--- src/rtl/agn_burst_if.sv ---
// Handshake/bus bundle between the sequencer/generator side and agn_burst_ctrl.
// The stop line exists only when AGN_BURST_STOP_EN is defined.
interface agn_burst_if;
    logic       start;
    logic [7:0] m_peak;
    logic [7:0] m_step;
    logic [7:0] n_hold;
    logic       co_sin;
`ifdef AGN_BURST_STOP_EN
    logic       stop;
`endif
    logic       ce_gen;
    logic [7:0] m_out;
    logic       busy;
    logic       done;

    modport master (
`ifdef AGN_BURST_STOP_EN
        output stop,
`endif
        output start, m_peak, m_step, n_hold, co_sin,
        input  ce_gen, m_out, busy, done
    );

    modport slave (
`ifdef AGN_BURST_STOP_EN
        input  stop,
`endif
        input  start, m_peak, m_step, n_hold, co_sin,
        output ce_gen, m_out, busy, done
    );
endinterface

--- src/rtl/agn_burst_ctrl.sv ---
// Burst/envelope controller for the AM sine generator: divided clock-enable plus an
// up/hold/down ramp of M stepped on CO_SIN. Define AGN_BURST_STOP_EN to enable abort.
module agn_burst_ctrl #(
    parameter int unsigned CE_DIV = 50
) (
    input  logic       clk,
    input  logic       rst_n,
    agn_burst_if.slave bus
);
    localparam int DW = $clog2(CE_DIV);

    typedef enum logic [2:0] {S_IDLE, S_UP, S_HOLD, S_DOWN, S_FIN} state_t;

    state_t        state;
    logic [DW-1:0] div_cnt;
    logic [DW-1:0] div_nxt;
    logic [7:0]    peak_q;
    logic [7:0]    step_q;
    logic [7:0]    hold_q;
    logic [7:0]    hold_cnt;
    logic [8:0]    up_sum;
    logic [8:0]    dn_diff;
    logic          run;
    logic          stop_req;

`ifdef AGN_BURST_STOP_EN
    assign stop_req = bus.stop;
`else
    assign stop_req = 1'b0;
`endif

    assign run     = (state == S_UP) || (state == S_HOLD) || (state == S_DOWN);
    assign div_nxt = (div_cnt == DW'(CE_DIV - 1)) ? '0 : div_cnt + 1'b1;
    // 9-bit arithmetic: carry marks overshoot past 255, borrow marks undershoot below 0
    assign up_sum  = {1'b0, bus.m_out} + {1'b0, step_q};
    assign dn_diff = {1'b0, bus.m_out} - {1'b0, step_q};

    always_ff @(posedge clk) begin
        if (!rst_n) begin
            state      <= S_IDLE;
            div_cnt    <= '0;
            bus.ce_gen <= 1'b0;
            bus.m_out  <= '0;
            bus.busy   <= 1'b0;
            bus.done   <= 1'b0;
            peak_q     <= '0;
            step_q     <= '0;
            hold_q     <= '0;
            hold_cnt   <= '0;
        end else begin
            bus.done <= 1'b0;
            // ce_gen is high during the cycle in which the divider sits at CE_DIV-1
            if (run) begin
                div_cnt    <= div_nxt;
                bus.ce_gen <= (div_nxt == DW'(CE_DIV - 1));
            end else begin
                div_cnt    <= '0;
                bus.ce_gen <= 1'b0;
            end

            case (state)
                S_IDLE: begin
                    if (bus.start) begin
                        peak_q    <= bus.m_peak;
                        step_q    <= (bus.m_step == 8'd0) ? 8'd1 : bus.m_step;
                        hold_q    <= bus.n_hold;
                        bus.m_out <= '0;
                        div_cnt   <= '0;
                        if (bus.m_peak == 8'd0) begin
                            state    <= S_FIN;
                            bus.done <= 1'b1;
                        end else begin
                            state    <= S_UP;
                            bus.busy <= 1'b1;
                        end
                    end
                end
                S_UP: begin
                    if (stop_req) begin
                        state <= S_DOWN;
                    end else if (bus.co_sin) begin
                        if (up_sum >= {1'b0, peak_q}) begin
                            bus.m_out <= peak_q;
                            if (hold_q == 8'd0) begin
                                state <= S_DOWN;
                            end else begin
                                state    <= S_HOLD;
                                hold_cnt <= hold_q;
                            end
                        end else begin
                            bus.m_out <= up_sum[7:0];
                        end
                    end
                end
                S_HOLD: begin
                    if (stop_req) begin
                        state <= S_DOWN;
                    end else if (bus.co_sin) begin
                        hold_cnt <= hold_cnt - 8'd1;
                        if (hold_cnt == 8'd1)
                            state <= S_DOWN;
                    end
                end
                S_DOWN: begin
                    if (bus.co_sin) begin
                        if (dn_diff[8] || (dn_diff == 9'd0)) begin
                            bus.m_out  <= '0;
                            state      <= S_FIN;
                            bus.busy   <= 1'b0;
                            bus.done   <= 1'b1;
                            bus.ce_gen <= 1'b0;
                            div_cnt    <= '0;
                        end else begin
                            bus.m_out <= dn_diff[7:0];
                        end
                    end
                end
                S_FIN: begin
                    state <= S_IDLE;
                end
                default: begin
                    state <= S_IDLE;
                end
            endcase
        end
    end
endmodule

--- src/flat_wrapper.sv ---
// flat-port wrapper written by rule: the top's interface ports become plain ports
module agn_burst_ctrl_flat 
#(
    parameter int unsigned CE_DIV = 50
)
  (clk, rst_n, bus_start, bus_m_peak, bus_m_step, bus_n_hold, bus_co_sin, bus_ce_gen, bus_m_out, bus_busy, bus_done);
  agn_burst_if bus_i ();
  input  logic clk;
  input  logic rst_n;
  input wire logic [$bits(bus_i.start)-1:0] bus_start;
  input wire logic [$bits(bus_i.m_peak)-1:0] bus_m_peak;
  input wire logic [$bits(bus_i.m_step)-1:0] bus_m_step;
  input wire logic [$bits(bus_i.n_hold)-1:0] bus_n_hold;
  input wire logic [$bits(bus_i.co_sin)-1:0] bus_co_sin;
  output wire logic [$bits(bus_i.ce_gen)-1:0] bus_ce_gen;
  output wire logic [$bits(bus_i.m_out)-1:0] bus_m_out;
  output wire logic [$bits(bus_i.busy)-1:0] bus_busy;
  output wire logic [$bits(bus_i.done)-1:0] bus_done;
  assign bus_i.start = bus_start;
  assign bus_i.m_peak = bus_m_peak;
  assign bus_i.m_step = bus_m_step;
  assign bus_i.n_hold = bus_n_hold;
  assign bus_i.co_sin = bus_co_sin;
  assign bus_ce_gen = bus_i.ce_gen;
  assign bus_m_out = bus_i.m_out;
  assign bus_busy = bus_i.busy;
  assign bus_done = bus_i.done;
  agn_burst_ctrl #(.CE_DIV(CE_DIV)) u_core (.clk(clk), .rst_n(rst_n), .bus(bus_i));
endmodule
--- config.mk ---
export PLATFORM = sky130hd
export DESIGN_NAME = agn_burst_ctrl_flat
export DESIGN_NICKNAME = d
export VERILOG_FILES = /design/src/rtl/agn_burst_if.sv /design/src/rtl/agn_burst_ctrl.sv /design/src/flat_wrapper.sv
export SDC_FILE = /design/constraint.sdc
export NUM_CORES = 1
export LEC_CHECK = 0
export ABC_CLOCK_PERIOD_IN_PS = 4600
export BUFFER_PORTS_ARGS = -buffer_cell sky130_fd_sc_hd__buf_2
export CORE_AREA = 5 5 112 87
export CTS_BUF_LIST = sky130_fd_sc_hd__clkbuf_4
export CTS_CLUSTER_SIZE = 25
export DETAILED_ROUTE_END_ITERATION = 16
export DIE_AREA = 0 0 117 92
export PLACE_DENSITY = 0.66
export SYNTH_ARGS = -nofsm -noshare
export SYNTH_HDL_FRONTEND = slang
export SYNTH_SLANG_ARGS = --single-unit
--- constraint.sdc ---
create_clock -name clk -period 4.6 [get_ports clk]
set_input_delay 0.46 -clock clk [delete_from_list [all_inputs] [get_ports clk]]
set_output_delay 0.46 -clock clk [all_outputs]
set_load 0.03 [all_outputs]
== Word level (Yosys, flattened, before mapping) ==
Cells that the tools add are included.
Storage, ports and cells
  register bits after elaboration: 52
  input bits: 28
  output and inout port bits: 11
  logic and storage cells: 88
Cells by class
  $add $sub $neg: 4
  $lt $le $gt $ge: 1
  equal/unequal tests: 15
  muxes and demuxes: 42
  reductions and logical operators: 16
Operators with widths (number)
  $mux W8: 10
  $mux W6: 5
  $logic_not A8 Y1: 3
  $mux W3: 8
  $pmux W8 S3: 1
  $ne A2 B2 Y1 const B: 9
  $pmux W8 S2: 1
  $mux W1: 13
  $eq A6 B6 Y1 const B: 2
  $pmux W3 S4: 1
  $pmux W6 S2: 1
  $reduce_and A5 Y1: 2
  $add A8 B8 Y9: 1
  $ge A9 B8 Y1: 1
  $logic_not A9 Y1: 1
  $sub A8 B8 Y9: 1
  $eq A8 B1 Y1 const B: 1
  $sub A8 B1 Y8 const B: 1
  $reduce_and A7 Y1: 1
  $add A6 B1 Y6 const B: 1
  $eq A3 B2 Y1 const B: 2
  $pmux W1 S2: 2
  $reduce_and A4 Y1: 1
  $reduce_bool A2 Y1: 2
  other kinds (5): 7

== Logic depth before layout (Yosys ltp) ==
Gate-level depths: netlist of the first run.
  word-level depth: 7
  mapped depth: 18
  gate-level depth less buffers: 16

== Worst setup path after synthesis of the first run ==
Ideal clock, no wire load.
  path kind: register to register
  from: register u_core.bus.m_out[0]
  to: register u_core.bus.m_out[6]
  library setup time: 0.119 ns
  data arrival time: 3.436 ns
  data required time: 4.481 ns
  slack: 1.045 ns
  cell stages (with the launch flop): 16
  buffers on the path: 1
  period minus slack after synthesis: 3.555 ns
  cell sequence: dfxtp_1 ha_1 fa_1 nand2b_1 a21oi_2 a221o_1 xnor2_1 ha_1 o21ai_0 or3_1 a21oi_1 a2111oi_4 buf_6 mux2i_1 nor2_1 o221a_2
Between the ends
  word-level cells in the longest chain between the ends: 6
  elaborated cells on any way between the ends: 10
  classes of those cells: add/sub (2); order compare (1); mux (5); reduce/logical (2)
RTL lines
  from (decl): line agn_burst_if.sv:30  | output ce_gen, m_out, busy, done
  from (signal assigned): line agn_burst_ctrl.sv:83  | bus.m_out <= peak_q;
  from (signal assigned): line agn_burst_ctrl.sv:91  | bus.m_out <= up_sum[7:0];
  from (signal assigned): line agn_burst_ctrl.sv:114  | bus.m_out <= dn_diff[7:0];
  branches (longest 5 deep; another with $add A8 B8 Y9)
  $pmux W8 S3 *: line agn_burst_ctrl.sv:61  | case (state)
Every way passes the cells marked *. The select of a mux whose other input is x is not followed.
A chain may end at the register's enable or synchronous reset.

== Worst setup path after layout of the first run ==
  from: register u_core.bus.m_out[0]
  to: register u_core.bus.m_out[5]
The elaborated chain is that of the path after synthesis.

==> results.sh, run 1 <==
export IMPL_peakVddDrop_uv=218
export IMPL_r2r_start="u_core.bus.m_out[0]"
export IMPL_dp_hpwl_um=6960
export IMPL_fin_nets=529
export IMPL_status="completed"
export IMPL_drc=0
export IMPL_layout_setup_ws_ns=0.565
export IMPL_hp_class="input port to flop"
export IMPL_netlist_area_um2=3480
export IMPL_clk_insertion_delay_late_ns=0.39
export IMPL_cp_startpoint="u_core.bus.m_out[0]"
export IMPL_cp_num_buf_inv=1
export IMPL_syn_num_nets=504
export IMPL_crit_path_end_kind="flop"
export IMPL_period_needed_ns=4.03
export IMPL_grt_ovfl_total=0
export IMPL_ys_async_sr_fraction_pct=0
export IMPL_io_buffers=38
export IMPL_area_growth_pct=8.38
export IMPL_ctsHoldBuffers=0
export IMPL_drive_above_1_share_pct=14.6
export IMPL_cts_sinks=52
export IMPL_slowest_stage="a2111oi_4"
export IMPL_ios=39
export IMPL_hold_start="bus_m_peak[4]"
export IMPL_grt_start_max_net_pins=38
export IMPL_viasPerCell=5.58
export IMPL_finalHoldViolCount=0
export IMPL_register_area_um2=1040
export IMPL_ys_warn_count=0
export IMPL_cp_cell_sequence="ha_1 > fa_1 > nand2b_1 > a21oi_2 > a221o_1 > xnor2_1 > ha_1 > a211oi_1 > a211oi_1 > a2111oi_4 > buf_4 > mux2_2 > a21oi_1 > nor3_1"
export IMPL_p_leak_nw=1.51
export IMPL_cts_htree_levels=2
export IMPL_multiInputGateArea_um2=2220
export IMPL_antenna_found_initial=0
export IMPL_hold_ws_ns=0.293
export IMPL_root_buffer="clkbuf_4"
export IMPL_avgRoutedWirePerCell_um=15.7
export IMPL_maxCapViolCount=0
export IMPL_final_core_util_pct=44.8
export IMPL_syn_inst=445
export IMPL_setup_tns_final_ns=0
export IMPL_rows=29
export IMPL_pre_cts_ws_ns=0.643
export IMPL_chipWidth_um=117
export IMPL_synth_area_leaders="dfxtp_1 (30%), ha_1 (10%), a21oi_1 (7.6%)"
export IMPL_worstMarginPinSlew_ns=0.913
export IMPL_rsz0062_at_grt="no"
export IMPL_slew_headroom_pct=38.9
export IMPL_cp_start_kind="flop"
export IMPL_period_share_pct=87.7
export IMPL_maxSlewViolCount=0
export IMPL_critical_path_max_fanout=8
export IMPL_routed_wl_um=9080
export IMPL_clk_pin_slew_ns=0.16
export IMPL_fillCellCount=856
export IMPL_synth_top_area_share_pct=29.9
export IMPL_power_total_w=0.00183
export IMPL_vias=3230
export IMPL_power_density_nw_per_um2=486
export IMPL_setup_viol=0
export IMPL_drtIter0Drc=219
export IMPL_cts_resized=0
export IMPL_crit_type="flop to flop"
export IMPL_grt_pass1_vias=3045
export IMPL_cts_buffers=5
export IMPL_fmax_ghz=0.248
export IMPL_syn_avg_cell_area_um2=7.81
export IMPL_synth_distinct_cells=63
export IMPL_ant_nets=0
export IMPL_path_delay_family="compound AO/OA/AOI/OAI gates"
export IMPL_synthFlopType="dfxtp_1"
export IMPL_seq_area_frac_synth_pct=29.9
export IMPL_clockBufferDepth=2
export IMPL_core_um2=8420
export IMPL_fin_skew_ns=0.00779
export IMPL_grt_pass1_wl_um=15100
export IMPL_tritoncts="done"
export IMPL_dieArea_um2=10800
export IMPL_post_cts_buffers=0
export IMPL_synth_edf_count=0
export IMPL_critical_path_required_ns=4.86
export IMPL_slowest_delay_ns=0.59
export IMPL_start_util_pct=41.3
export IMPL_synth_seq_cells=52
export IMPL_die_height_um=92
export IMPL_gp_congestion=0.875
export IMPL_yosys_area_top_type="dfxtp_1"
export IMPL_critical_path_arrival_ns=4.30
export IMPL_n_antenna_cell=0
export IMPL_dr_pass1_iters=4
export IMPL_gr_usage_all_layers_pct=17.5
## layer usage
metal	GRT usage, %	wire (um)
met3	2.89	569
met5	0	0
met4	4.68	105
met2	24.4	3640
met1	27.3	4760
## kinds of logic (layout without fill, tap and decap cells)
group / Yosys count / after routing / share of synthesized area (%)
buffers and inverters: 52 / 78 / 6.33
AND/OR/NAND/NOR: 169 / 169 / 23.1
multiplexers: 6 / 6 / 1.76
AO/OA/AOI/OAI: 123 / 123 / 24.3
flip-flops: 52 / 52 / 29.9
XOR/XNOR: 12 / 12 / 3.02
adder cells (fa/ha/maj): 31 / 31 / 11.6
## placed cells by master, fill, tap and decap left out, types with 4 or more instances in the layout
master and instances:
a21oi_1 53, nand4_1 4, nor4_1 7, o21bai_1 5, a211o_1 4, nor3_1 15
ha_1 29, clkbuf_4 5, or2_2 4, mux2i_1 5, dfxtp_1 52, nor2_1 37
o21ai_0 19, buf_2 38, inv_1 28, and2_1 4, nand2b_1 10, a211oi_1 7
xnor2_1 9, nand3_1 6, nand2_1 64
## state kept, by name, summed over array words and instances (netlist names), 3 cells and up
register and cells:
u_core.bus.m_out 8, u_core.div_cnt 6, u_core.hold_cnt 8, u_core.hold_q 8, u_core.peak_q 8, u_core.state 3, u_core.step_q 8
## area by class of cell
| class | instances | area share [%] |
|---|---|---|
| clock buffer | 5 | 0.996 |
| inverter | 29 | 2.89 |
| multi-input combinational | 341 | 58.8 |
| tap | 108 | 3.59 |
| sequential | 52 | 27.6 |
| timing repair buffer | 41 | 5.64 |
| clock inverter | 3 | 0.465 |
## worst min-delay path: stages
cell and delay (ns):
buf_2 0.10, nand2_1 0.05, a21oi_1 0.05
## worst paths after layout
path / to / cells after the start / slack, ns
setup reg to reg: u_core.bus.m_out[5] / 14 / 0.57
hold reg to reg: u_core.hold_q[1] / 2 / 0.49
setup / recovery: u_core.bus.m_out[5] / 14 / 0.57
hold / removal: u_core.peak_q[4] / 3 / 0.29
## power breakdown
group,switching [W],internal [W],leakage [nW]
combinational,0.000619,0.000412,1.06
sequential,0.0000726,0.000512,0.424
clock,0.000157,0.0000595,0.0330
## cells in the mapped netlist (2+ instances only)
| cell type | n |
|---|---|
| inv_1 | 28 |
| fa_1 | 2 |
| buf_6 | 2 |
| ha_1 | 29 |
| o221a_1 | 2 |
| o2111ai_1 | 2 |
| nand3b_1 | 3 |
| nor3b_1 | 3 |
| nand3_1 | 6 |
| or2_2 | 4 |
| buf_2 | 2 |
| dfxtp_1 | 52 |
| nor2_1 | 37 |
| nand2_1 | 64 |
| nand4_1 | 4 |
| a21oi_1 | 53 |
| a211oi_1 | 7 |
| o21bai_1 | 5 |
| nor2b_1 | 2 |
| nor3_2 | 2 |
| xor2_1 | 3 |
| o211ai_1 | 2 |
| o221a_2 | 3 |
| a211oi_2 | 2 |
| a211o_1 | 4 |
| o21a_1 | 3 |
| and2_1 | 4 |
| nor4_1 | 7 |
| xnor2_1 | 9 |
| o22ai_1 | 2 |
| o21ai_0 | 19 |
| and3_1 | 2 |
| clkbuf_1 | 16 |
| mux2i_1 | 5 |
| buf_4 | 2 |
| a21o_1 | 2 |
| or4_1 | 2 |
| nor3_1 | 15 |
| nand2b_1 | 10 |
## stage by stage
step           std cells  cell area, um2
2_1_floorplan        445            3480
3_3_place_gp         571            3710
3_5_place_dp         571            3710
4_1_cts              579            3770
5_1_grt              579            3770
6_report             579            3770
Note: power is estimated with default switching activity, not from simulation.
==> inputs of run 2 (changes only) <==
--- a/config.mk
+++ b/config.mk
@@ -5,13 +5,14 @@
 export SDC_FILE = /design/constraint.sdc
 export NUM_CORES = 1
 export LEC_CHECK = 0
+export ABC_AREA = 1
 export ABC_CLOCK_PERIOD_IN_PS = 4600
 export BUFFER_PORTS_ARGS = -buffer_cell sky130_fd_sc_hd__buf_2
-export CORE_AREA = 5 5 112 87
+export CORE_AREA = 5 5 114 89
 export CTS_BUF_LIST = sky130_fd_sc_hd__clkbuf_4
 export CTS_CLUSTER_SIZE = 25
 export DETAILED_ROUTE_END_ITERATION = 16
-export DIE_AREA = 0 0 117 92
+export DIE_AREA = 0 0 119 94
 export PLACE_DENSITY = 0.66
 export SYNTH_ARGS = -nofsm -noshare
 export SYNTH_HDL_FRONTEND = slang
==> run 2 against run 1 <==
First-iteration DRC count grew 19%. Wire length is 3.3% higher. Critical path type unchanged. Highest routed layer unchanged. Via count grew 11%. Register-to-register slack improved by 0.36 ns. Critical path depth grew 2.
==> results.sh, run 2 <==
export IMPL_core_um2=8860
export IMPL_rows=30
export IMPL_share_seq_of_total_power_pct=24.9
export IMPL_fin_nets=629
export IMPL_syn_num_nets=601
export IMPL_combPwrFrac_pct=64.2
export IMPL_crit_type="flop to flop"
export IMPL_chipWidth_um=119
export IMPL_peakVddDrop_uv=240
export IMPL_clk_pin_slew_ns=0.16
export IMPL_critical_path_max_fanout=11
export IMPL_cts_buffers=5
export IMPL_netlist_area_um2=3630
export IMPL_drc=0
export IMPL_hold_ws_ns=0.339
export IMPL_finalHoldViolCount=0
export IMPL_maxCapViolCount=0
export IMPL_swShare_pct=52.8
export IMPL_ctsHoldBuffers=0
export IMPL_dp_hpwl_um=7220
export IMPL_grtUsageMet3_pct=3.31
export IMPL_worstMarginPinSlew_ns=1.03
export IMPL_p_leak_nw=1.94
export IMPL_grt_start_max_net_pins=50
export IMPL_vias=3577
export IMPL_power_density_nw_per_um2=646
export IMPL_syn_avg_cell_area_um2=6.69
export IMPL_die_height_um=94
export IMPL_synth_area_leaders="dfxtp_1 (29%), nand2_1 (13%), ha_1 (10%)"
export IMPL_clk_insertion_delay_late_ns=0.38
export IMPL_rsz0062_at_grt="no"
export IMPL_yosys_area_top_type="dfxtp_1"
export IMPL_slew_headroom_pct=31.3
export IMPL_use_met1_pct=24.1
export IMPL_period_share_pct=79.8
export IMPL_cts_resized=0
export IMPL_p_int_w=0.00120
export IMPL_clockBufferDepth=2
export IMPL_synth_common_cells="nand2_1 (123), inv_1 (86), a21oi_1 (53), dfxtp_1 (52), nor2_1 (43)"
export IMPL_final_cell_mix="nand2_1 (123), inv_1 (86), a21oi_1 (53), dfxtp_1 (52), nor2_1 (43)"
export IMPL_io_buffers=38
export IMPL_p_clk_share_pct=10.9
export IMPL_ios=39
export IMPL_dieArea_um2=11200
export IMPL_gp_congestion=0.919
export IMPL_setup_tns_final_ns=0
export IMPL_power_net_switching_w=0.00134
export IMPL_fmax_ghz=0.272
export IMPL_synth_seq_cells=52
export IMPL_synth_most_common_cell="nand2_1"
export IMPL_fillCellCount=945
export IMPL_avgRoutedWirePerCell_um=13.7
export IMPL_status="completed"
export IMPL_viasPerCell=5.23
export IMPL_grt_pass1_wl_um=15500
export IMPL_critical_path_required_ns=4.93
export IMPL_dr_pass1_iters=5
export IMPL_layoutNonFillerInstCount=684
export IMPL_ant_nets=0
export IMPL_period_needed_ns=3.67
export IMPL_cts_sinks=52
export IMPL_syn_inst=542
export IMPL_synth_edf_count=0
export IMPL_final_common_cell="nand2_1"
export IMPL_synthFlopType="dfxtp_1"
export IMPL_post_cts_buffers=0
export IMPL_cp_start_kind="flop"
export IMPL_maxSlewViolCount=0
export IMPL_drtIter0Drc=261
export IMPL_seq_area_frac_synth_pct=28.7
export IMPL_drive_above_1_share_pct=10.9
export IMPL_antenna_found_initial=1
export IMPL_dp_cells=675
export IMPL_ys_async_sr_fraction_pct=0
export IMPL_setup_viol=0
export IMPL_grt_busiest_layer="met2"
export IMPL_crit_path_end_kind="flop"
export IMPL_cts_htree_levels=2
export IMPL_gr_usage_all_layers_pct=16.9
export IMPL_synth_top_area_share_pct=28.7
export IMPL_grt_pass1_vias=3317
export IMPL_hp_class="input port to flop"
export IMPL_fin_skew_ns=0.00529
export IMPL_routed_wl_um=9380
export IMPL_synth_distinct_cells=38
export IMPL_critical_path_arrival_ns=4.00
export IMPL_gr_usage_met2_pct=25.4
export IMPL_ys_warn_count=0
export IMPL_start_util_pct=40.9
export IMPL_root_buffer="clkbuf_4"
export IMPL_area_growth_pct=8.31
export IMPL_grt_ovfl_total=0
export IMPL_tritoncts="done"
## run 2: cell count changes after synthesis, sizes merged, moves of 12 or more
cell   previous run  this run
inv              29        87
nand2            64       127
nand3             6        31
nand4             4        20
nor3             17         5
o21ai            20        43
## run 2: power groups by stage
stage                     registers (W)  clock network, W  logic (W)
after global routing           0.000646          0.000296    0.00186
after CTS                      0.000630          0.000281    0.00160
after detailed placement       0.000642                 0    0.00160
after global placement         0.000636                 0    0.00158
after floorplan                0.000667                 0    0.00128
final                          0.000630          0.000277    0.00163
## run 2: per-stage QoR
stage / util [%] / setup WS [ns] / cell area (um2) / power (W)
after floorplan: - / 1.60 / 3630 / 0.00195
after global placement: 43.4 / 1.18 / 3850 / 0.00222
after detailed placement: 43.4 / 1.01 / 3850 / 0.00224
after CTS: 44.3 / 0.977 / 3930 / 0.00252
after global routing: 44.4 / 0.557 / 3930 / 0.00280
final: 44.4 / 0.929 / 3930 / 0.00254
## run 2: path summary, 6_finish.rpt
path	start	end	slack, ns	cells past startpoint
min reg2reg	u_core.bus.busy	u_core.bus.busy	0.48	2
max	u_core.bus.m_out[0]	u_core.hold_cnt[5]	0.93	16
min	bus_n_hold[2]	u_core.hold_q[2]	0.34	3
max reg2reg	u_core.bus.m_out[0]	u_core.hold_cnt[5]	0.93	16
## run 2: layer usage
layer,vias to the layer above,part of all wire [%]
li1,1820,-
met1,1603,51
met2,134,40
met3,20,7.3
met4,0,2.2
met5,-,0
## run 2: cell families after synthesis
| logic type | after synthesis | synth area share (%) |
|---|---|---|
| buffers and inverters | 105 | 12.3 |
| XOR/XNOR | 8 | 1.93 |
| flip-flops | 52 | 28.7 |
| AND/OR/NAND/NOR | 238 | 29.0 |
| adder cells (fa/ha/maj) | 31 | 11.1 |
| AO/OA/AOI/OAI | 108 | 16.9 |
## run 2: layout make-up
cell class / instances / area [um2] / area share [%]
antenna: 1 / 2.50 / 0.0637
clock buffer: 5 / 37.5 / 0.955
clock inverter: 3 / 42.5 / 1.08
inverter: 87 / 329 / 8.38
multi-input combinational: 385 / 2140 / 54.4
sequential: 52 / 1040 / 26.5
tap: 112 / 140 / 3.57
timing repair buffer: 39 / 198 / 5.03
## run 2: critical path, cell delays in order (launching register included)
cell and delay (ns):
dfxtp_1 0.37, ha_1 0.26, fa_1 0.42, nand3_1 0.11, nand2_2 0.09, a31oi_1 0.18
xor2_1 0.21, ha_1 0.27, nand2_1 0.09, nor2_1 0.06, a41oi_2 0.39, nand3_4 0.23
o21ai_2 0.43, inv_1 0.22, nand2_1 0.10, nand2_1 0.05, a21oi_1 0.12
==> inputs of run 3 (changes only) <==
--- a/config.mk
+++ b/config.mk
@@ -6,14 +6,14 @@
 export NUM_CORES = 1
 export LEC_CHECK = 0
 export ABC_AREA = 1
-export ABC_CLOCK_PERIOD_IN_PS = 4600
+export ABC_CLOCK_PERIOD_IN_PS = 3300
 export BUFFER_PORTS_ARGS = -buffer_cell sky130_fd_sc_hd__buf_2
 export CORE_AREA = 5 5 114 89
 export CTS_BUF_LIST = sky130_fd_sc_hd__clkbuf_4
 export CTS_CLUSTER_SIZE = 25
 export DETAILED_ROUTE_END_ITERATION = 16
 export DIE_AREA = 0 0 119 94
-export PLACE_DENSITY = 0.66
+export PLACE_DENSITY = 0.68
 export SYNTH_ARGS = -nofsm -noshare
 export SYNTH_HDL_FRONTEND = slang
 export SYNTH_SLANG_ARGS = --single-unit
==> constraint.sdc (replaced) <==
create_clock -name clk -period 3.3 [get_ports clk]
set_input_delay 0.33 -clock clk [delete_from_list [all_inputs] [get_ports clk]]
set_output_delay 0.33 -clock clk [all_outputs]
set_load 0.03 [all_outputs]
==> run 3 against run 2 <==
Clock power up 14%. Combinational power is 50% higher. Wire length rose by 2.6%. Critical path type unchanged. Via count rose by 3.1%. Sequential share of layout area shrank 0.58 points. Highest routed layer unchanged. Worst hold slack worse by 0.13 ns.
==> results.sh, run 3 (same netlist as run 2, synthesis figures left out) <==
export IMPL_status="completed"
export IMPL_p_int_w=0.00172
export IMPL_maxCapViolCount=0
export IMPL_maxSlewViolCount=0
export IMPL_area_growth_pct=10.7
export IMPL_drive_above_1_share_pct=13.7
export IMPL_slowest_delay_ns=0.37
export IMPL_gp_congestion=0.935
export IMPL_path_delay_family="adder cells"
export IMPL_peakVddDrop_uv=423
export IMPL_period_share_pct=93.3
export IMPL_viasPerCell=5.32
export IMPL_power_total_w=0.00365
export IMPL_dr_pass1_iters=5
export IMPL_final_core_util_pct=45.3
export IMPL_vias=3689
export IMPL_root_buffer="clkbuf_4"
export IMPL_tritoncts="done"
export IMPL_gr_usage_all_layers_pct=17.4
export IMPL_clockBufferDepth=2
export IMPL_swShare_pct=53.0
export IMPL_cp_num_buf_inv=1
export IMPL_core_um2=8860
export IMPL_critical_path_arrival_ns=3.35
export IMPL_fin_skew_ns=0.0135
export IMPL_grt_pass1_vias=3349
export IMPL_cts_sinks=52
export IMPL_final_cell_mix="nand2_1 (123), inv_1 (86), a21oi_1 (53), dfxtp_1 (52), nor2_1 (43)"
export IMPL_cp_cell_sequence="ha_1 > fa_2 > nand3_1 > nand2_2 > a31oi_2 > xor2_2 > ha_1 > nand2_1 > nor2_1 > a41oi_2 > nand3_4 > buf_2 > o21ai_4 > nor2_4 > o21ai_2 > nor2_1"
export IMPL_critical_path_max_fanout=6
export IMPL_drtIter0Drc=294
export IMPL_chipWidth_um=119
export IMPL_die_height_um=94
export IMPL_dp_hpwl_um=7520
export IMPL_ant_nets=0
export IMPL_dieArea_um2=11200
export IMPL_cts_htree_levels=2
export IMPL_finalHoldViolCount=0
export IMPL_rsz0062_at_grt="no"
export IMPL_ctsHoldBuffers=0
export IMPL_power_net_switching_w=0.00193
export IMPL_avgRoutedWirePerCell_um=13.9
export IMPL_worstMarginPinSlew_ns=0.608
export IMPL_share_seq_of_total_power_pct=24.1
export IMPL_crit_type="flop to flop"
export IMPL_rows=30
export IMPL_ios=39
export IMPL_hold_ws_ns=0.205
export IMPL_slowest_stage="dfxtp_1"
export IMPL_power_density_nw_per_um2=908
export IMPL_n_antenna_cell=0
export IMPL_drc=0
export IMPL_io_buffers=38
export IMPL_crit_path_end_kind="flop"
export IMPL_combPwrFrac_pct=67.2
export IMPL_cts_buffers=5
export IMPL_final_common_cell="nand2_1"
export IMPL_fin_nets=640
export IMPL_hp_class="input port to flop"
export IMPL_period_needed_ns=3.08
export IMPL_grt_ovfl_total=0
export IMPL_cp_start_kind="flop"
export IMPL_grt_pass1_wl_um=16000
export IMPL_setup_tns_final_ns=0
export IMPL_setup_viol=0
export IMPL_clk_pin_slew_ns=0.16
export IMPL_routed_wl_um=9630
export IMPL_p_leak_nw=1.98
export IMPL_fmax_ghz=0.325
export IMPL_critical_path_required_ns=3.57
export IMPL_clk_insertion_delay_late_ns=0.39
export IMPL_p_clk_share_pct=8.7
export IMPL_antenna_found_initial=0
export IMPL_grt_start_max_net_pins=50
export IMPL_start_util_pct=40.9
export IMPL_slew_headroom_pct=59.4
## run 3: cell types whose count changed in the layout (fill, tap and decap cells not counted), moves of 2 or more
cell    delta
xor2_2     +2
buf_4     +10
ha_1       -2
ha_2       +2
xor2_1     -2
## run 3: final timing paths
path,start,to,slack [ns],depth (start not counted)
hold reg to reg,u_core.hold_cnt[5],u_core.hold_cnt[5],0.48,2
hold / removal,bus_n_hold[2],u_core.hold_q[2],0.20,3
setup / recovery,u_core.bus.m_out[0],u_core.bus.done,0.22,16
setup reg to reg,u_core.bus.m_out[0],u_core.bus.done,0.22,16
## run 3: repair_timing
| item | CTS | global route |
|---|---|---|
| buffers inserted | 0 | 2 |
| setup endpoints to repair | 0 | 11 |
| gates resized for setup | 0 | 6 |
## run 3: per-layer routing
metal / global-route usage, % / up-vias / wire length (um)
met2: 26.0 / 154 / 3910
met1: 25.6 / 1672 / 4810
met4: 5.21 / 0 / 194
li1: - / 1838 / -
met3: 2.65 / 25 / 707
met5: 0 / - / 0
## run 3: final cells by class
class	count	area (um2)
clock buffers	6	45.0
clock inverters	2	16.3
fillers	931	4840
inverters	87	329
multi-input cells	385	2170
flip-flops and latches	52	1040
well taps	112	140
repair buffers	50	278
## run 3: per-stage QoR
step           cell area, um2  instances  setup slack, ns
2_1_floorplan            3630        542            0.296
3_3_place_gp             3910        684            0.254
3_5_place_dp             3910        684            0.165
4_1_cts                  3980        692            0.146
5_1_grt                  4020        694           0.0120
6_report                 4020        694            0.220
## run 3: worst reg2reg max path, stage by stage (launching register included)
cell	delay, ns
dfxtp_1	0.37
ha_1	0.26
fa_2	0.37
nand3_1	0.11
nand2_2	0.11
a31oi_2	0.21
xor2_2	0.19
ha_1	0.28
nand2_1	0.10
nor2_1	0.06
a41oi_2	0.20
nand3_4	0.15
buf_2	0.20
o21ai_4	0.17
nor2_4	0.08
o21ai_2	0.07
nor2_1	0.06
## run 3: power by group through the flow
stage / logic [W] / registers (W) / clock network [W]
2_1_floorplan: 0.00178 / 0.000929 / 0
6_report: 0.00245 / 0.000880 / 0.000316
3_3_place_gp: 0.00226 / 0.000889 / 0
3_5_place_dp: 0.00231 / 0.000894 / 0
5_1_grt: 0.00276 / 0.000900 / 0.000357
4_1_cts: 0.00232 / 0.000880 / 0.000318
